--- config.mk ---
export PLATFORM = sky130hd
export DESIGN_NAME = time_set_ctrl
export DESIGN_NICKNAME = d
export VERILOG_FILES = /design/src/rtl/time_set_ctrl.sv
export SDC_FILE = /design/constraint.sdc
export NUM_CORES = 1
export LEC_CHECK = 0
export CORE_UTILIZATION = 44
export DETAILED_ROUTE_END_ITERATION = 8
export GPL_ROUTABILITY_DRIVEN = 0
export PLACE_DENSITY = 0.84
export RECOVER_POWER = 100
export SYNTH_ARGS = -nofsm -noshare
export SYNTH_HDL_FRONTEND = slang
export SYNTH_SLANG_ARGS = --single-unit
--- constraint.sdc ---
create_clock -name clk -period 1.7 [get_ports clk]
set_input_delay 0.255 -clock clk [delete_from_list [all_inputs] [get_ports clk]]
set_output_delay 0.255 -clock clk [all_outputs]
set_load 0.01 [all_outputs]
--- src/rtl/time_set_ctrl.sv ---
// Hour/minute/second timekeeper with a RUN mode and three field-setting modes driven by
// mode/inc buttons. Optional idle auto-return to RUN is enabled by defining SET_TIMEOUT_EN.
module time_set_ctrl #(
  parameter int TIMEOUT_S = 30
) (
  input  logic       clk,
  input  logic       rst_n,
  input  logic       tick1hz,
  input  logic       blink,
  input  logic       btn_mode,
  input  logic       btn_inc,
  output logic [4:0] hour,
  output logic [5:0] min,
  output logic [5:0] sec,
  output logic [1:0] mode,
  output logic       blank_h,
  output logic       blank_m,
  output logic       blank_s
);

  typedef enum logic [1:0] {
    RUN   = 2'd0,
    SET_H = 2'd1,
    SET_M = 2'd2,
    SET_S = 2'd3
  } state_t;

  state_t     state_q, state_d;
  logic       mode_q, inc_q;
  logic       mode_press, inc_press, timeout_hit;
  logic [4:0] hour_d;
  logic [5:0] min_d, sec_d;

  // A mode press shadows an inc press in the same cycle.
  assign mode_press = btn_mode & ~mode_q;
  assign inc_press  = btn_inc & ~inc_q & ~mode_press;

`ifdef SET_TIMEOUT_EN
  localparam logic [7:0] TIMEOUT_CNT = 8'(TIMEOUT_S);
  logic [7:0] idle_cnt;

  always_ff @(posedge clk or negedge rst_n) begin
    if (!rst_n) begin
      idle_cnt <= '0;
    end else if (state_q == RUN || mode_press || inc_press || timeout_hit) begin
      idle_cnt <= '0;
    end else if (tick1hz) begin
      idle_cnt <= idle_cnt + 8'd1;
    end
  end

  assign timeout_hit = (state_q != RUN) & tick1hz & ~mode_press & ~inc_press &
                       (idle_cnt == TIMEOUT_CNT - 8'd1);
`else
  logic unused_timeout_s;
  assign unused_timeout_s = ^8'(TIMEOUT_S);
  assign timeout_hit      = 1'b0;
`endif

  always_comb begin
    state_d = state_q;
    if (mode_press) begin
      case (state_q)
        RUN:     state_d = SET_H;
        SET_H:   state_d = SET_M;
        SET_M:   state_d = SET_S;
        default: state_d = RUN;
      endcase
    end else if (timeout_hit) begin
      state_d = RUN;
    end
  end

  // RUN advances on the tick even when a mode press leaves RUN in the same cycle.
  always_comb begin
    hour_d = hour;
    min_d  = min;
    sec_d  = sec;
    case (state_q)
      RUN: begin
        if (tick1hz) begin
          if (sec == 6'd59) begin
            sec_d = '0;
            if (min == 6'd59) begin
              min_d  = '0;
              hour_d = (hour == 5'd23) ? 5'd0 : hour + 5'd1;
            end else begin
              min_d = min + 6'd1;
            end
          end else begin
            sec_d = sec + 6'd1;
          end
        end
      end
      SET_H: if (inc_press) hour_d = (hour == 5'd23) ? 5'd0 : hour + 5'd1;
      SET_M: if (inc_press) min_d = (min == 6'd59) ? 6'd0 : min + 6'd1;
      SET_S: if (inc_press) sec_d = (sec == 6'd59) ? 6'd0 : sec + 6'd1;
      default: ;
    endcase
  end

  always_ff @(posedge clk or negedge rst_n) begin
    if (!rst_n) begin
      state_q <= RUN;
      mode_q  <= 1'b1;
      inc_q   <= 1'b1;
      hour    <= '0;
      min     <= '0;
      sec     <= '0;
    end else begin
      state_q <= state_d;
      mode_q  <= btn_mode;
      inc_q   <= btn_inc;
      hour    <= hour_d;
      min     <= min_d;
      sec     <= sec_d;
    end
  end

  assign mode    = state_q;
  assign blank_h = (state_q == SET_H) & blink;
  assign blank_m = (state_q == SET_M) & blink;
  assign blank_s = (state_q == SET_S) & blink;

endmodule
==> results of run 1 <==
[power groups by stage]
stage / combinational (uW) / sequential [uW] / clock (uW)
3_3_place_gp: 1600 / 928 / 0
3_5_place_dp: 1660 / 947 / 0
2_1_floorplan: 727 / 1050 / 0
5_1_grt: 2030 / 983 / 272
4_1_cts: 1790 / 933 / 244
6_report: 1860 / 952 / 243
[cells by family after synthesis]
kind of cell,Yosys count
compound gates,26
xor+xnor,1
fa+ha+maj,7
buf+inv,5
flops,21
mux,6
simple gates,47
[cell usage in the layout, fill, tap and decap left out, drive strengths merged, types with 4 or more instances in the layout]
cell type | Yosys | layout
mux2 | 6 | 6
nor2 | 9 | 9
dfrtp | 19 | 19
nand2b | 4 | 4
clkdlybuf4s50 | 0 | 21
ha | 7 | 7
nand2 | 10 | 10
nand3 | 4 | 4
inv | 5 | 5
clkbuf | 0 | 8
buf | 0 | 15
o21ai | 13 | 13
nor2b | 4 | 4
[sequential cells by signal, indices dropped and copies added (netlist names)]
signal  count
sec         6
mode        2
mode_q      1
hour        5
inc_q       1
min         6
[cells in the mapped netlist, types with 2 or more instances]
cell type  count  area, um2
nand2b_1       4      25.02
nor3_1         2      10.01
o31ai_1        3      22.52
nor2b_1        4      25.02
and2_1         3      18.77
nand2_1       10      37.54
mux2_2         6      67.56
dfrtp_1       19      475.5
o21ai_0       11      55.05
nand3_1        4      20.02
o41ai_1        3      26.28
nand4_1        2      12.51
inv_1          5      18.77
nor2_1         9      33.78
or3_1          2      12.51
dfstp_2        2      52.55
ha_1           7      87.58
o21ai_2        2      17.52
[worst reg2reg max path, delay by kind of cell, from the launching register on]
kind	cells	cell delay, ns
buffers and inverters	2	0.19
flip-flops	1	0.41
AND/OR/NAND/NOR	2	0.35
adder cells (fa/ha/maj)	1	0.16
AO/OA/AOI/OAI	2	0.46
[routing by layer]
layer | vias up | track usage, % | wire length (um)
met4 | 0 | 9.211 | 20
met3 | 3 | 4.023 | 89
li1 | 506 | - | -
met2 | 28 | 35.21 | 1467
met1 | 495 | 24.46 | 1073
met5 | - | 0 | 0
[stage by stage]
stage / worst slack [ns] / cell area [um2] / TNS [ns]
finish: 0.02768 / 1685 / 0
global placement: -0.08607 / 1573 / -0.5503
global route: -0.07882 / 1685 / -0.2997
floorplan: 0.01994 / 1167 / 0
detailed placement: -0.1389 / 1573 / -1.200
CTS: -0.009663 / 1664 / -0.009663
[area by class of cell]
type | count | area [um2]
repair buffers | 43 | 375.4
clock buffers | 4 | 26.28
flip-flops and latches | 21 | 529.3
fillers | 187 | 792.0
multi-input cells | 87 | 693.2
inverters | 5 | 23.77
well taps | 30 | 37.54
[how the worst max path moves through the flow]
stage               endpoint    start  depth (start not counted)  slack [ns]
floorplan             min[4]  mode[0]                          6        0.02
global placement      min[4]  tick1hz                          6       -0.09
detailed placement    sec[0]  btn_inc                          6       -0.14
CTS                  blank_m  mode[0]                          4       -0.01
global route         hour[3]  mode[1]                          7       -0.08
finish               hour[3]  mode[1]                          7        0.03
[what timing repair did]
item / CTS / global route
setup endpoints to repair: 10 / 13
pin swaps: 1 / 0
hold endpoints to repair: 0 / 0
gates resized for setup: 17 / 15
hold buffers: 0 / 0
cloned: 0 / 0
buffers inserted: 2 / 1
==> reports/qor.csv, run 1 <==
metric,value,unit
status,completed,
Post-Synth XOR/XNOR Area,0.7543,%
post-route insts no fill,190,
peak fanout along the critical path,7,
Worst Path Required,1.91,ns
syn avg cell area,10.28,um2
post-route minimum period,1.672,ns
Worst Clk Skew,0.004990,ns
Gate power share,60.9,%
Vias,1032,
Power Total,3059,uW
RR Endpoint,hour[3],
yosys warns,0,
Tightest Pin Transition,1.066,ns
# Max-Cap Violations,0,
Port Buf Inserts,27,
Starting Density,46.87,%
Worst-Skew Late Latency,0.30,ns
die area,2848,um2
Starting DRT DRC Count,20,
Max VDD drop,1.213,mV
CTS tree,done,
Ports,28,
crit path buf inv count,2,
Placeable Area,2477,um2
simple-gate share of the synthesized area,23.49,%
DR pass1 iterations,4,
share of power burned in registers,31.1,%
"Slowest-stage cell, CP",dfrtp_1,
Clock Tree Buf Depth,2,
first-pass GRT wire length,4.222,mm
critical path's top delay family,compound AO/OA/AOI/OAI gates,
"FF+latch count, synth",21,
Clock Power Share,7.9,%
reg2reg start,mode[1],
Post-DRT Antenna Nets,0,
clk slew on worst S/H paths,0.12,ns
final period utilization,98.37,%
Final Max Tran Viols,0,
WHS Endpoint,inc_q,
switch share,39.74,%
Register-to-Register Path Depth,7,
H-tree levels,1,
Post-Route WL,2.650,mm
Hold Path Class,input pin to flop,
Post-Synth Adder-Cell Area,7.543,%
Layout Nets,174,
FP Rows,18,
CTS root buf,clkbuf_4,
"Largest stage delay, worst path",0.41,ns
dpl cells,183,
CP arrival,1.88,ns
Die Span Y,53.37,um
CTS Sinks,21,
Final Setup Violations,0,
Cell Int Power,1843,uW
CTS buffer count,3,
CP cell instances,"buf_6, inv_6, ha_4, nand4_1, nor4_4, o2bb2ai_4, o41ai_2",
Switch Pwr,1215,uW
via/cell ratio,5.432,
Post-synth EDFFs,0,
DRC Markers,0,
Final Hold Vio Count,0,
sequential share of the synthesized area,45.47,%
leakage,0.0007055,uW
highest clock rate,598.0,MHz
per-cell routed wire length,13.95,um
worst hold path depth,1,
Hold Startpoint,btn_inc,
CP Class,flop to flop,
crit end category,flop,
largest net degree at the start of global routing,22,
"reg-to-reg slack, setup",0.03,ns
synthesized instance count,113,
Synth Area in Compound Gates,15.30,%
post-synthesis cell type count,33,
Inserted Diodes,0,
grt ovf,0,
top_reg_cell synth,dfrtp_1,
Rel. slew slack,28.92,%
RSZ-0062 raised after global routing,yes,
fraction of synthesized area in multiplexers,5.819,%
Syn Std Cell Area,1161,um2
vias in the first global route,1010,
Total GRT Usage,20.56,%
Die W,53.37,um
PwrDens,1815,nW/um2
Synth-to-Final Area Change,45.15,%
fraction of registers with async set/reset,100.0,%
Post-Syn Nets,126,
layout cells sized above 1,28.75,%
initial antenna violation count,0,
main combinational cell family by area after synthesis,simple AND/OR/NAND/NOR gates,
hold slack,0.5071,ns
startpoint types,flop,
HPWL after DPL,1.967,mm
final core occ,68.03,%
(Power assumes the default switching activity.)
==> run 2: changes to the inputs <==
--- a/config.mk
+++ b/config.mk
@@ -6,6 +6,7 @@
 export NUM_CORES = 1
 export LEC_CHECK = 0
 export CORE_UTILIZATION = 44
+export CTS_CLUSTER_SIZE = 40
 export DETAILED_ROUTE_END_ITERATION = 8
 export GPL_ROUTABILITY_DRIVEN = 0
 export PLACE_DENSITY = 0.84
==> results of run 2 <==
Same layout as run 1: the final DEF is identical, and so are final timing and power.
